### config.mk
export PLATFORM = sky130hd
export DESIGN_NAME = rv32i_mem_arbiter
export DESIGN_NICKNAME = d
export VERILOG_FILES = /design/src/rtl/rv32i_mem_pkg.sv /design/src/rtl/rv32i_arb_pick.sv /design/src/rtl/rv32i_mem_arbiter.sv
export SDC_FILE = /design/constraint.sdc
export NUM_CORES = 1
export LEC_CHECK = 0
export CAP_MARGIN = 10
export CORE_AREA = 2 2 101 103
export DETAILED_ROUTE_END_ITERATION = 10
export DIE_AREA = 0 0 103 105
export MAX_ROUTING_LAYER = met4
export SYNTH_ARGS = -nofsm -noshare
export SYNTH_HDL_FRONTEND = slang
export SYNTH_SLANG_ARGS = --single-unit
### constraint.sdc
create_clock -name clk -period 3.4 [get_ports clk]
set_input_delay 0.34 -clock clk [delete_from_list [all_inputs] [get_ports clk]]
set_output_delay 0.34 -clock clk [all_outputs]
set_load 0.03 [all_outputs]
### src/rtl/rv32i_mem_pkg.sv
// Shared types and helpers for the unified-memory arbiter.
//   owner_t : which requester owns the response slot next cycle
//   resp_t  : registered response descriptor (owner, read/write tag, error)
//   out_of_range() : true when a byte address lies beyond the SRAM
package rv32i_mem_pkg;

    localparam int WORD_W = 32;
    localparam int BE_W   = 4;

    typedef enum logic [1:0] {
        OWN_NONE = 2'd0,
        OWN_IF   = 2'd1,
        OWN_LS   = 2'd2
    } owner_t;

    typedef struct packed {
        owner_t owner;
        logic   is_read;
        logic   err;
    } resp_t;

    // Any set bit above the word-address field means the access misses the SRAM.
    function automatic logic out_of_range(input logic [WORD_W-1:0] addr, input int addr_w);
        return (addr >> (addr_w + 2)) != '0;
    endfunction

endpackage

### src/rtl/rv32i_arb_pick.sv
// Combinational requester pick with a fetch starvation guard.
//   clk, reset_n    : clock, asynchronous active-low reset
//   if_req, ls_req  : fetch / load-store requests
//   if_gnt, ls_gnt  : one-hot (or zero) grants, same cycle as the requests
// Load/store normally wins; once fetch has been turned away MAX_WAIT cycles
// in a row it takes the next contested cycle.
module rv32i_arb_pick #(
    parameter int MAX_WAIT = 4
) (
    input  logic clk,
    input  logic reset_n,
    input  logic if_req,
    input  logic ls_req,
    output logic if_gnt,
    output logic ls_gnt
);

    localparam logic [3:0] MAX_WAIT_C = 4'(MAX_WAIT);

    logic [3:0] wait_cnt_reg;
    logic [3:0] wait_cnt_next;
    logic       starved;

    assign starved = (wait_cnt_reg == MAX_WAIT_C);

    always_comb begin
        if_gnt        = 1'b0;
        ls_gnt        = 1'b0;
        wait_cnt_next = wait_cnt_reg;

        if (if_req && ls_req) begin
            if (starved) begin
                if_gnt = 1'b1;
            end else begin
                ls_gnt = 1'b1;
            end
        end else begin
            if_gnt = if_req;
            ls_gnt = ls_req;
        end

        // Count only uninterrupted denials; a grant or a withdrawn request restarts it.
        if (!if_req || if_gnt) begin
            wait_cnt_next = '0;
        end else if (!starved) begin
            wait_cnt_next = wait_cnt_reg + 4'd1;
        end
    end

    always_ff @(posedge clk or negedge reset_n) begin
        if (!reset_n) begin
            wait_cnt_reg <= '0;
        end else begin
            wait_cnt_reg <= wait_cnt_next;
        end
    end

endmodule

### src/rtl/rv32i_mem_arbiter.sv
// Shares one single-port synchronous word SRAM between instruction fetch and
// load/store.
//   clk, reset_n                      : clock, asynchronous active-low reset
//   if_req/if_addr -> if_gnt          : fetch request and same-cycle grant
//   if_rvalid/if_rdata/if_err         : fetch response, cycle after grant
//   ls_req/ls_we/ls_be/ls_addr/ls_wdata -> ls_gnt : load/store request, grant
//   ls_rvalid/ls_rdata/ls_err         : load response / store error pulse
//   mem_en/mem_we/mem_be/mem_addr/mem_wdata, mem_rdata : SRAM port
module rv32i_mem_arbiter
    import rv32i_mem_pkg::*;
#(
    parameter int ADDR_W   = 12,
    parameter int MAX_WAIT = 4
) (
    input  logic              clk,
    input  logic              reset_n,
    input  logic              if_req,
    input  logic [31:0]       if_addr,
    output logic              if_gnt,
    output logic              if_rvalid,
    output logic [31:0]       if_rdata,
    output logic              if_err,
    input  logic              ls_req,
    input  logic              ls_we,
    input  logic [3:0]        ls_be,
    input  logic [31:0]       ls_addr,
    input  logic [31:0]       ls_wdata,
    output logic              ls_gnt,
    output logic              ls_rvalid,
    output logic [31:0]       ls_rdata,
    output logic              ls_err,
    output logic              mem_en,
    output logic              mem_we,
    output logic [3:0]        mem_be,
    output logic [ADDR_W-1:0] mem_addr,
    output logic [31:0]       mem_wdata,
    input  logic [31:0]       mem_rdata
);

    logic  if_oor;
    logic  ls_oor;
    logic  sel_oor;
    logic  granted;
    resp_t resp_reg;
    resp_t resp_next;
    logic  unused_addr_lsbs;

    // Byte offset within the word is irrelevant to a word SRAM.
    assign unused_addr_lsbs = ^{if_addr[1:0], ls_addr[1:0]};

    rv32i_arb_pick #(
        .MAX_WAIT (MAX_WAIT)
    ) u_pick (
        .clk     (clk),
        .reset_n (reset_n),
        .if_req  (if_req),
        .ls_req  (ls_req),
        .if_gnt  (if_gnt),
        .ls_gnt  (ls_gnt)
    );

    assign if_oor  = out_of_range(if_addr, ADDR_W);
    assign ls_oor  = out_of_range(ls_addr, ADDR_W);
    assign granted = if_gnt | ls_gnt;
    assign sel_oor = ls_gnt ? ls_oor : if_oor;

    // SRAM drive: an out-of-range grant still gets a response, but never
    // touches the array, so out-of-range stores are silently dropped.
    always_comb begin
        mem_en    = granted & ~sel_oor;
        mem_we    = ls_gnt & ls_we;
        mem_be    = (ls_gnt && ls_we) ? ls_be : 4'hF;
        mem_addr  = ls_gnt ? ls_addr[ADDR_W+1:2] : if_addr[ADDR_W+1:2];
        mem_wdata = ls_wdata;
    end

    always_comb begin
        resp_next.owner   = OWN_NONE;
        resp_next.is_read = 1'b0;
        resp_next.err     = 1'b0;
        if (ls_gnt) begin
            resp_next.owner   = OWN_LS;
            resp_next.is_read = ~ls_we;
            resp_next.err     = ls_oor;
        end else if (if_gnt) begin
            resp_next.owner   = OWN_IF;
            resp_next.is_read = 1'b1;
            resp_next.err     = if_oor;
        end
    end

    // Reset discards any read still in flight.
    always_ff @(posedge clk or negedge reset_n) begin
        if (!reset_n) begin
            resp_reg <= '{owner: OWN_NONE, is_read: 1'b0, err: 1'b0};
        end else begin
            resp_reg <= resp_next;
        end
    end

    // Response routing; read data is forced to zero on errors and when idle.
    always_comb begin
        if_rvalid = (resp_reg.owner == OWN_IF);
        if_err    = if_rvalid & resp_reg.err;
        if_rdata  = (if_rvalid && !resp_reg.err) ? mem_rdata : '0;
        ls_rvalid = (resp_reg.owner == OWN_LS) & resp_reg.is_read;
        ls_err    = (resp_reg.owner == OWN_LS) & resp_reg.err;
        ls_rdata  = (ls_rvalid && !resp_reg.err) ? mem_rdata : '0;
    end

endmodule
# ---- Word-level counts from Yosys, hierarchy flattened
# Cells that the tools add are included.
dict set report op_classes {
  n_eq_ne 4
  mux 13
  n_reduce_logical 9
  n_addsub 1
  n_bitwise 8
}
# cell n
set ops {}
lappend ops {{2-to-1 mux 32 bit} 2}
lappend ops {{nonzero test 32 bit} 2}
lappend ops {{2-to-1 mux 4 bit} 4}
lappend ops {{2-to-1 mux 12 bit} 1}
lappend ops {{AND 1 bit} 5}
lappend ops {{2-to-1 mux 1 bit} 5}
lappend ops {{adder 4 x 1 -> 4 bit, second input constant} 1}
lappend ops {{equality test 4 x 3 -> 1 bit, second input constant} 1}
lappend ops {{logical AND 1 bit} 4}
lappend ops {{2-to-1 mux 3 bit} 1}
lappend ops {{equality test 2 x 1 -> 1 bit, second input constant} 1}
lappend ops {{equality test 2 bit, second input constant} 1}
lappend ops {{zero test 1 bit} 2}
lappend ops {{inequality test 2 bit, second input constant} 1}
lappend ops {{NOT 1 bit} 2}
lappend ops {{logical OR 1 bit} 1}
lappend ops {{bitwise OR 1 bit} 1}
dict set report totals {
  register_bits 8
  output_inout_bits 120
}

# ---- Logic depth before layout (Yosys ltp)
# Gate-level depths: netlist of run 1.
dict set report depth {
  depth_word 6
  ltp_mapped 8
  depth_no_buf 7
}

# ---- By module
# Synthesis of run 1 repeated with hierarchy kept, for this count alone.
dict set report hier_totals {
  cells_unflattened 171
  hier_area_um2 1333.8
}
# mod cells_each n_inst area_per_inst_um2
set by_module_without_submodules {}
lappend by_module_without_submodules {rv32i_mem_arbiter 150 1 1123.6}
lappend by_module_without_submodules {rv32i_arb_pick 21 1 210.2}

# ---- Worst setup path after synthesis of run 1
# No wires, ideal clock.
dict set report synth_timing {
  path_kind {reg-to-output}
  start {register u_pick.wait_cnt_reg[0]}
  end {output mem_addr[10]}
  path_stages_with_launch 9
  arrival_time_ns 1.739
  slack_ns 1.321
  cell_sequence {dfrtp_1 -> inv_1 -> ha_1 -> nand4b_1 -> nand2_1 -> inv_2 -> clkbuf_1 -> nand2_1 -> nand2_1}
}
dict set report synth_between {
  elab_chain_len 4
}
# item line
set synth_rtl {}
lappend synth_rtl {{start, declared} rv32i_arb_pick.sv:20} ;# logic [3:0] wait_cnt_reg;
lappend synth_rtl {{start signal, assigned} rv32i_arb_pick.sv:54} ;# wait_cnt_reg <= wait_cnt_next;
lappend synth_rtl {{equality test 4 x 3 -> 1 bit} rv32i_arb_pick.sv:24} ;# assign starved = (wait_cnt_reg == MAX_WAIT_C);
lappend synth_rtl {{2-to-1 mux 1 bit} rv32i_arb_pick.sv:32} ;# if (starved) begin
lappend synth_rtl {{2-to-1 mux 1 bit} rv32i_arb_pick.sv:31} ;# if (if_req && ls_req) begin
lappend synth_rtl {{net ls_gnt} rv32i_mem_arbiter.sv:28} ;# output logic ls_gnt,
lappend synth_rtl {{2-to-1 mux 12 bit} rv32i_mem_arbiter.sv:73} ;# mem_addr = ls_gnt ? ls_addr[ADDR_W+1:2] : if_addr[ADDR_W+1:2];
lappend synth_rtl {{end, declared} rv32i_mem_arbiter.sv:35} ;# output logic [ADDR_W-1:0] mem_addr,
# The timed path passes the listed nets, and every way through them passes these cells.

# ---- Worst setup path in the final report of run 1
dict set report layout_timing {
  start {input if_req}
  end {output mem_be[1]}
}
dict set report layout_between {
  elab_chain_len 4
}
# item line
set layout_rtl {}
lappend layout_rtl {{start, declared} rv32i_mem_arbiter.sv:17} ;# input logic if_req,
lappend layout_rtl {{logical AND 1 bit} rv32i_arb_pick.sv:31}
lappend layout_rtl {{2-to-1 mux 1 bit} rv32i_arb_pick.sv:31}
lappend layout_rtl {{logical AND 1 bit} rv32i_mem_arbiter.sv:72} ;# mem_be = (ls_gnt && ls_we) ? ls_be : 4'hF;
lappend layout_rtl {{2-to-1 mux 4 bit} rv32i_mem_arbiter.sv:72}
lappend layout_rtl {{end, declared} rv32i_mem_arbiter.sv:34} ;# output logic [3:0] mem_be,
# No other way between the ends.

==> flow_summary.yaml, run 1 <==
timing:
  tns_ns: 0
  max_freq_mhz: 362.3
  finClkSkew_ns: 0.006943
  setup_viol: 0
  slew_viol_final: 0
  fin_crit_ns: 2.760
  rsz0062_at_grt: "false"
  tightest_slew_ns: 0.3971
  relSlewSlack_pct: 73.45
  hold_ws_ns: 0.3878
  hold_viol_final: 0
  finalCritPeriodShare_pct: 81.17
power_and_ir_drop:
  power_density_nw_per_um2: 161.9
  peakVddDrop_mv: 0.09486
  power_leakage_nw: 1.265
synthesis:
  synth-seq-cells: 8
  synthFlopType: "dfrtp_1"
  synth_common_cells: "and2_1 (65), nand2_1 (40), buf_4 (32)"
  synth-seq-area-share_pct: 15.31
  synth_area_leaders: "and2_1 (31%), buf_4 (18%), dfrtp_1 (15%)"
  synth.most_common_cell: "and2_1"
  synthesis.nets: 334
  synth_top_area_share_pct: 31.10
  async_flop_share_pct: 100.0
  synth_area_leader_cell: "and2_1"
  synth_edf_count: 0
  synthCells: 195
  synth_cell_type_count: 24
  syn_avg_cell_area_um2: 6.705
  synth_area_um2: 1308
  yosysWarnings: 0
placed_design:
  place_inst: 479
  portBuffers: 188
  dp_hpwl_mm: 4.719
  placedInstanceArea_um2: 3110
  gp_congestion: 0.6881
cts:
  ctsRootBufferMaster: "clkbuf_8"
  clk_latency_ns: 0.23
  htreeDepth: 1
  clk_pin_slew_worst_paths_ns: 0.04
  cts_buffer_depth: 2
  cts_made_buffers: 3
  hold_buffers: 0
  ctsResizeCount: 0
  clock-sinks: 8
  cts_tree: "yes"
  post_cts_buffers: 0
floorplan:
  die_area_um2: 10820
  row_count: 36
  pin_count: 257
  start_util_pct: 13.56
  fp.coreArea_um2: 9639
  die_y_um: 105
  die_w_um: 103
layout:
  instances_no_fill: 482
  area_growth_pct: 141.1
  fillCellCount: 1063
  drive_gt1_share_pct: 4.011
  n_antenna_cell: 0
  final_cell_area_um2: 3152
  fin_nets: 490
drt:
  firstDrtPassIters: 4
  wl_per_cell_um: 11.07
  num_vias: 1837
  ant_nets: 0
  drc: 0
  routed_wl_mm: 5.335
  via_per_inst: 3.811
  drt_iter0_markers: 22
global_route:
  grt_max_degree: 29
  grt_pass1_wl_mm: 7.762
  antenna_found_initial: 0
  track_usage_pct: 8.983
  first_global_vias: 1692
  gr-total-overflow: 0
setup_path:
  critPathCaptureType: "output pin"
  critPathLaunchType: "primary input"
  critPathKind: "primary input to output pin"
  worstPathRequired_ns: 3.06
  crit_arrival_ns: 2.42
  path_max_fanout: 19
  reg2reg_depth: 7
run:
  drv_cap: 0
min_path:
  hp-class: "primary input to async pin"
run_status:
  run_status: "finished, final reports clean"
-- per-layer routing --
metal  GRT usage [%]  part of all wire [%]  wire length [um]
met1           10.22                    37              1992
met2           15.86                    48              2565
met3           2.408                    15               776
met4           1.410                     0                 0
met5               -                     0                 0
-- report_power, final --
| group | internal (W) | total (W) | switching, W |
|---|---|---|---|
| clock | 0.0000765 | 0.000111 | 0.0000346 |
| combinational | 0.000171 | 0.000296 | 0.000125 |
| sequential | 0.0000998 | 0.000103 | 0.00000296 |
| total | 0.000347 | 0.000510 | 0.000163 |
-- cell usage in the layout, fill, tap and decap left out, drive strengths merged --
master / Yosys / final
and2: 65 / 65
and3: 1 / 1
and3b: 2 / 2
buf: 32 / 3
clkbuf: 8 / 3
clkdlybuf4s50: 0 / 188
dfrtp: 8 / 8
ha: 2 / 2
inv: 7 / 7
nand2: 40 / 40
nand3: 2 / 2
nand4: 1 / 1
nand4b: 1 / 1
nor2: 4 / 4
nor2b: 3 / 3
nor4: 7 / 7
o21ai: 3 / 3
o221a: 1 / 1
or2: 4 / 4
or4: 2 / 2
xnor2: 1 / 1
xor2: 1 / 1
-- final cells by class --
cell class,count,area [um2],share of cell area (%)
clock buffer,3,41.29,1.310
inverter,7,26.28,0.8337
multi-input combinational,140,813.3,25.80
sequential,8,200.2,6.352
tap,133,166.4,5.280
timing repair buffer,191,1904,60.42
-- worst max-delay path: stages --
cell and delay, ns:
clkdlybuf4s50_1 0.49, nand4b_1 0.15, nand2_1 0.09, inv_2 0.27, nand2_1 0.17, or2_2 0.30
clkdlybuf4s50_1 0.60
-- stage by stage --
| step | setup slack [ns] | total power (W) | utilization (%) |
|---|---|---|---|
| final | 0.6402 | 0.0005102 | 32.70 |
| after CTS | 0.6277 | 0.0005157 | 32.70 |
| after floorplan | 1.321 | 0.0002799 | - |
| after global placement | 0.6541 | 0.0004010 | 32.27 |
| after detailed placement | 0.6423 | 0.0004029 | 32.27 |
| after global routing | 0.4993 | 0.0005422 | 32.70 |
-- path summary, 6_finish.rpt --
kind                                                          from  slack, ns                            endpoint
worst max-delay path                                        if_req       0.64                           mem_be[1]
worst min-delay path                                       reset_n       0.39  u_pick.wait_cnt_reg[0]$_DFFE_PN0P_
worst max register to register  u_pick.wait_cnt_reg[0]$_DFFE_PN0P_       1.85               resp_reg[0]$_DFF_PN0_
worst min register to register  u_pick.wait_cnt_reg[0]$_DFFE_PN0P_       0.49  u_pick.wait_cnt_reg[0]$_DFFE_PN0P_
max in group asynchronous                                  reset_n       2.75               resp_reg[2]$_DFF_PN0_
min in group clk                u_pick.wait_cnt_reg[0]$_DFFE_PN0P_       0.49  u_pick.wait_cnt_reg[0]$_DFFE_PN0P_
-- logic make-up after synthesis --
kind of cell	synth area share (%)
adders and majority gates	1.914
AOI/OAI and AO/OA	2.009
buffers and inverters	22.68
DFF	15.31
xor gates and xnor gates	1.340
and+or+nand+nor	56.75
Power figures use the tool's default switching activity.
==> run 2: changes to the inputs <==
CORE_AREA = 2 2 99 101   (was 2 2 101 103)
DIE_AREA = 0 0 101 103   (was 0 0 103 105)
clock period = 2.4 ns   (was 3.4 ns; I/O delays follow)
==> flow_summary.yaml, run 2 (synthesis results as in run 1) <==
setup_path:
  r2r-end: "resp_reg[0]$_DFF_PN0_"
  path_max_fanout: 18
  crit_arrival_ns: 1.82
  path_buf_inv: 4
  slowest_delay_ns: 0.40
  critPathCaptureType: "output pin"
  path_cells: "inv_1 > ha_1 > nand4b_1 > nand2_1 > inv_2 > buf_4 > o21ai_0 > o221a_1 > buf_12"
  critPathKind: "register to output pin"
  cpLargestDelayFamily: "buffers and inverters"
  slowest_stage: "dfrtp_1"
  r2r_start: "u_pick.wait_cnt_reg[0]$_DFFE_PN0P_"
  rrSetupSlack_ns: 0.87
  worstPathRequired_ns: 2.16
  critPathLaunchType: "register"
  reg2reg_depth: 7
floorplan:
  die_area_um2: 10400
  fp.coreArea_um2: 9459
  start_util_pct: 13.82
  row_count: 36
  die_w_um: 101
  pin_count: 257
  die_y_um: 103
timing:
  setup_viol: 0
  max_freq_mhz: 484.4
  rsz0062_at_grt: "false"
  relSlewSlack_pct: 76.60
  fin_crit_ns: 2.065
  tns_ns: 0
  hold_viol_final: 0
  finalCritPeriodShare_pct: 86.02
  finClkSkew_ns: 0.007946
  tightest_slew_ns: 0.3499
  slew_viol_final: 0
placed_design:
  portBuffers: 188
  gp_congestion: 0.7034
  dp_hpwl_mm: 4.968
  place_inst: 462
drt:
  ant_nets: 0
  routed_wl_mm: 5.571
  via_per_inst: 3.888
  drt_iter0_markers: 15
  wl_per_cell_um: 11.98
  num_vias: 1808
  drc: 0
  firstDrtPassIters: 4
power_and_ir_drop:
  power_density_nw_per_um2: 240.7
  power_leakage_nw: 1.442
  peakVddDrop_mv: 0.1378
run:
  drv_cap: 0
run_status:
  run_status: "finished, final reports clean"
cts:
  cts_made_buffers: 3
  clk_pin_slew_worst_paths_ns: 0.04
  post_cts_buffers: 0
  ctsRootBufferMaster: "clkbuf_8"
  cts_buffer_depth: 2
  clk_latency_ns: 0.23
  cts_tree: "yes"
  hold_buffers: 0
  clock-sinks: 8
  htreeDepth: 1
global_route:
  gr-total-overflow: 0
  antenna_found_initial: 0
  first_global_vias: 1596
  track_usage_pct: 9.240
  grt_pass1_wl_mm: 7.410
  grt_max_degree: 33
layout:
  fin_nets: 492
  layout_commonest_cell: "clkdlybuf4s50_1"
  n_antenna_cell: 0
  drive_gt1_share_pct: 27.07
  final_cell_mix: "clkdlybuf4s50_1 (104), buf_4 (81), and2_1 (65)"
  area_growth_pct: 129.5
  instances_no_fill: 465
min_path:
  hp-class: "primary input to async pin"
==> run 2: cell count changes in the layout (fill, tap and decap cells not counted), sizes merged <==
cell           previous run  this run
dlymetal6s2s              0         4
clkdlybuf4s50           188       104
buf                       3        85
==> run 2: repair_timing <==
action                                  CTS  global route
gates resized for setup                   0             4
endpoints found under the setup margin    0             4
endpoints found under the hold margin     0             0
==> run 2: final cells by class <==
cell class | instances | area (um2)
tap | 114 | 142.6
clock buffer | 3 | 41.29
fill | 1018 | 6459
inverter | 7 | 26.28
sequential | 8 | 200.2
multi-input combinational | 140 | 810.8
timing repair buffer | 193 | 1779
==> run 2: per-stage QoR <==
| stage | total power (W) | area, um2 | worst slack, ns | util [%] | hold WS (ns) |
|---|---|---|---|---|---|
| finish | 0.0007223 | 3000 | 0.3354 | 31.72 | 0.2850 |
| detailed placement | 0.0005713 | 2949 | 0.1821 | 31.18 | 0.4740 |
| global route | 0.0007614 | 3000 | 0.2084 | 31.72 | 0.3173 |
| floorplan | 0.0003965 | 1308 | 0.4215 | - | -0.05559 |
| CTS | 0.0007315 | 2990 | 0.01334 | 31.61 | 0.2957 |
| global placement | 0.0005673 | 2949 | 0.1962 | 31.18 | 0.4651 |
==> run 2: report_power, final <==
| part | switching (W) | total (W) | internal (W) |
|---|---|---|---|
| clock | 0.0000501 | 0.000158 | 0.000108 |
| combinational | 0.000182 | 0.000419 | 0.000237 |
| sequential | 0.00000376 | 0.000145 | 0.000141 |
| total | 0.000235 | 0.000722 | 0.000487 |
==> run 2: worst max-delay path by stage <==
stage | startpoint | end | cells after the start
floorplan | u_pick.wait_cnt_reg[0]$_DFFE_PN0P_ | mem_addr[10] | 8
global placement | if_req | mem_be[0] | 7
detailed placement | if_req | mem_be[2] | 7
CTS | u_pick.wait_cnt_reg[0]$_DFFE_PN0P_ | mem_be[2] | 8
global route | u_pick.wait_cnt_reg[0]$_DFFE_PN0P_ | mem_en | 9
finish | u_pick.wait_cnt_reg[0]$_DFFE_PN0P_ | mem_en | 9
==> run 2: layer usage <==
layer  GRT usage (%)  up-vias  share of wire [%]
met5               -        -                  0
met4           1.559        0               0.56
met3           2.169        4                 12
met2           17.23      154                 48
met1           10.15      760                 39
li1                -      890                  -
==> run 3: changes to the inputs <==
PLACE_DENSITY_LB_ADDON = 0.05   (was not set)
==> flow_summary.yaml, run 3 (synthesis results as in run 1) <==
setup_path:
  reg2reg_depth: 7
  slowest_stage: "dfrtp_1"
  critPathLaunchType: "register"
  critPathCaptureType: "output pin"
  timing.critical_path.from: "u_pick.wait_cnt_reg[0]$_DFFE_PN0P_"
  slowest_delay_ns: 0.39
  r2r-end: "resp_reg[0]$_DFF_PN0_"
  crit_arrival_ns: 1.89
  worstPathRequired_ns: 2.16
  critPathKind: "register to output pin"
  rrSetupSlack_ns: 0.84
  path_max_fanout: 5
  path_cells: "inv_1 > ha_1 > nand4b_1 > nand2_1 > inv_2 > nand2_1 > or2_2 > dlygate4sd2_1"
  r2r_start: "u_pick.wait_cnt_reg[0]$_DFFE_PN0P_"
  cpMostUsedCell: "nand2_1"
  path_buf_inv: 3
  cpLargestDelayFamily: "simple AND/OR/NAND/NOR gates"
power_and_ir_drop:
  power_leakage_nw: 1.418
  cellInternalPower_w: 0.0004775
  pwr-share-seq_pct: 20.5
  comb_power_share_pct: 57.0
  p_switching_w: 0.0002310
  peakVddDrop_mv: 0.1177
  clkPwrFrac_pct: 22.4
  power_density_nw_per_um2: 240.2
  switching_share_pct: 32.61
global_route:
  first_global_vias: 1631
  track_usage_pct: 9.425
  grt_pass1_wl_mm: 7.590
  grt_max_degree: 33
  gr-total-overflow: 0
  antenna_found_initial: 0
placed_design:
  placedInstanceArea_um2: 2914
  portBuffers: 188
  gp_congestion: 0.7184
  dp_hpwl_mm: 4.657
timing:
  tns_ns: 0
  tightest_slew_ns: 0.3789
  relSlewSlack_pct: 74.66
  fin_crit_ns: 2.130
  slew_viol_final: 0
  finClkSkew_ns: 0.001152
  finalCritPeriodShare_pct: 88.76
  rsz0062_at_grt: "false"
  hold_viol_final: 0
  max_freq_mhz: 469.4
  setup_viol: 0
layout:
  final_cell_area_um2: 2950
  final_cell_mix: "clkdlybuf4s50_1 (104), buf_4 (84), and2_1 (65)"
  area_growth_pct: 125.6
  drive_gt1_share_pct: 27.35
  n_antenna_cell: 0
  fin_nets: 492
  layout_commonest_cell: "clkdlybuf4s50_1"
run:
  drv_cap: 0
floorplan:
  row_count: 36
  fp.coreArea_um2: 9459
  die_area_um2: 10400
  pin_count: 257
  die_y_um: 103
  start_util_pct: 13.82
  die_w_um: 101
drt:
  wl_per_cell_um: 11.50
  drt_iter0_markers: 31
  ant_nets: 0
  num_vias: 1795
  drc: 0
  via_per_inst: 3.860
  routed_wl_mm: 5.348
  firstDrtPassIters: 3
cts:
  clk_latency_ns: 0.23
  clk_pin_slew_worst_paths_ns: 0.04
  hold_buffers: 0
  htreeDepth: 1
  cts_tree: "yes"
  ctsResizeCount: 4
  clock-sinks: 8
  cts_made_buffers: 3
  post_cts_buffers: 0
  cts_buffer_depth: 2
  ctsRootBufferMaster: "clkbuf_8"
min_path:
  hp-class: "primary input to async pin"
run_status:
  run_status: "finished, final reports clean"
## run 3: changes by cell type in the layout (fill, tap and decap cells not counted), sizes merged
| cell | before | now |
|---|---|---|
| dlygate4sd2 | 0 | 4 |
| dlymetal6s2s | 4 | 0 |
## run 3: per-layer routing
metal,vias up,routed length (um),GRT usage (%)
li1,890,-,-
met1,750,2025,10.26
met2,151,2522,16.62
met3,4,745,2.780
met4,0,55,2.911
met5,-,0,-
## run 3: area by class of cell
cell class	count	area, um2
fill	1034	6509
timing repair buffer	193	1727
multi-input combinational	140	813.3
sequential	8	200.2
tap	114	142.6
clock buffer	3	41.29
inverter	7	26.28
## run 3: how the worst max path moves through the flow
stage	end	slack, ns	cells past startpoint
2_1_floorplan	mem_addr[10]	0.42	8
6_report	mem_be[1]	0.27	8
5_1_grt	mem_be[3]	0.11	8
4_1_cts	mem_be[1]	0.21	8
3_3_place_gp	mem_be[1]	0.20	7
3_5_place_dp	mem_be[1]	0.18	7
## run 3: power by group through the flow
stage | Sequential, W | Clock [W] | Combinational [W]
6_report | 0.000145 | 0.000159 | 0.000404
5_1_grt | 0.000146 | 0.000174 | 0.000435
4_1_cts | 0.000145 | 0.000167 | 0.000410
3_5_place_dp | 0.000147 | 0 | 0.000411
3_3_place_gp | 0.000147 | 0 | 0.000411
2_1_floorplan | 0.000146 | 0 | 0.000251
## run 3: per-stage QoR
stage	hold slack (ns)	power [W]	setup WS, ns	std cells	utilization, %
after floorplan	-0.05559	0.0003965	0.4215	195	-
after global placement	0.4759	0.0005585	0.2017	462	30.81
after detailed placement	0.4802	0.0005582	0.1750	462	30.81
after CTS	0.3049	0.0007225	0.2145	465	31.19
after global routing	0.3218	0.0007549	0.1112	465	31.19
final	0.3008	0.0007086	0.2697	465	31.19
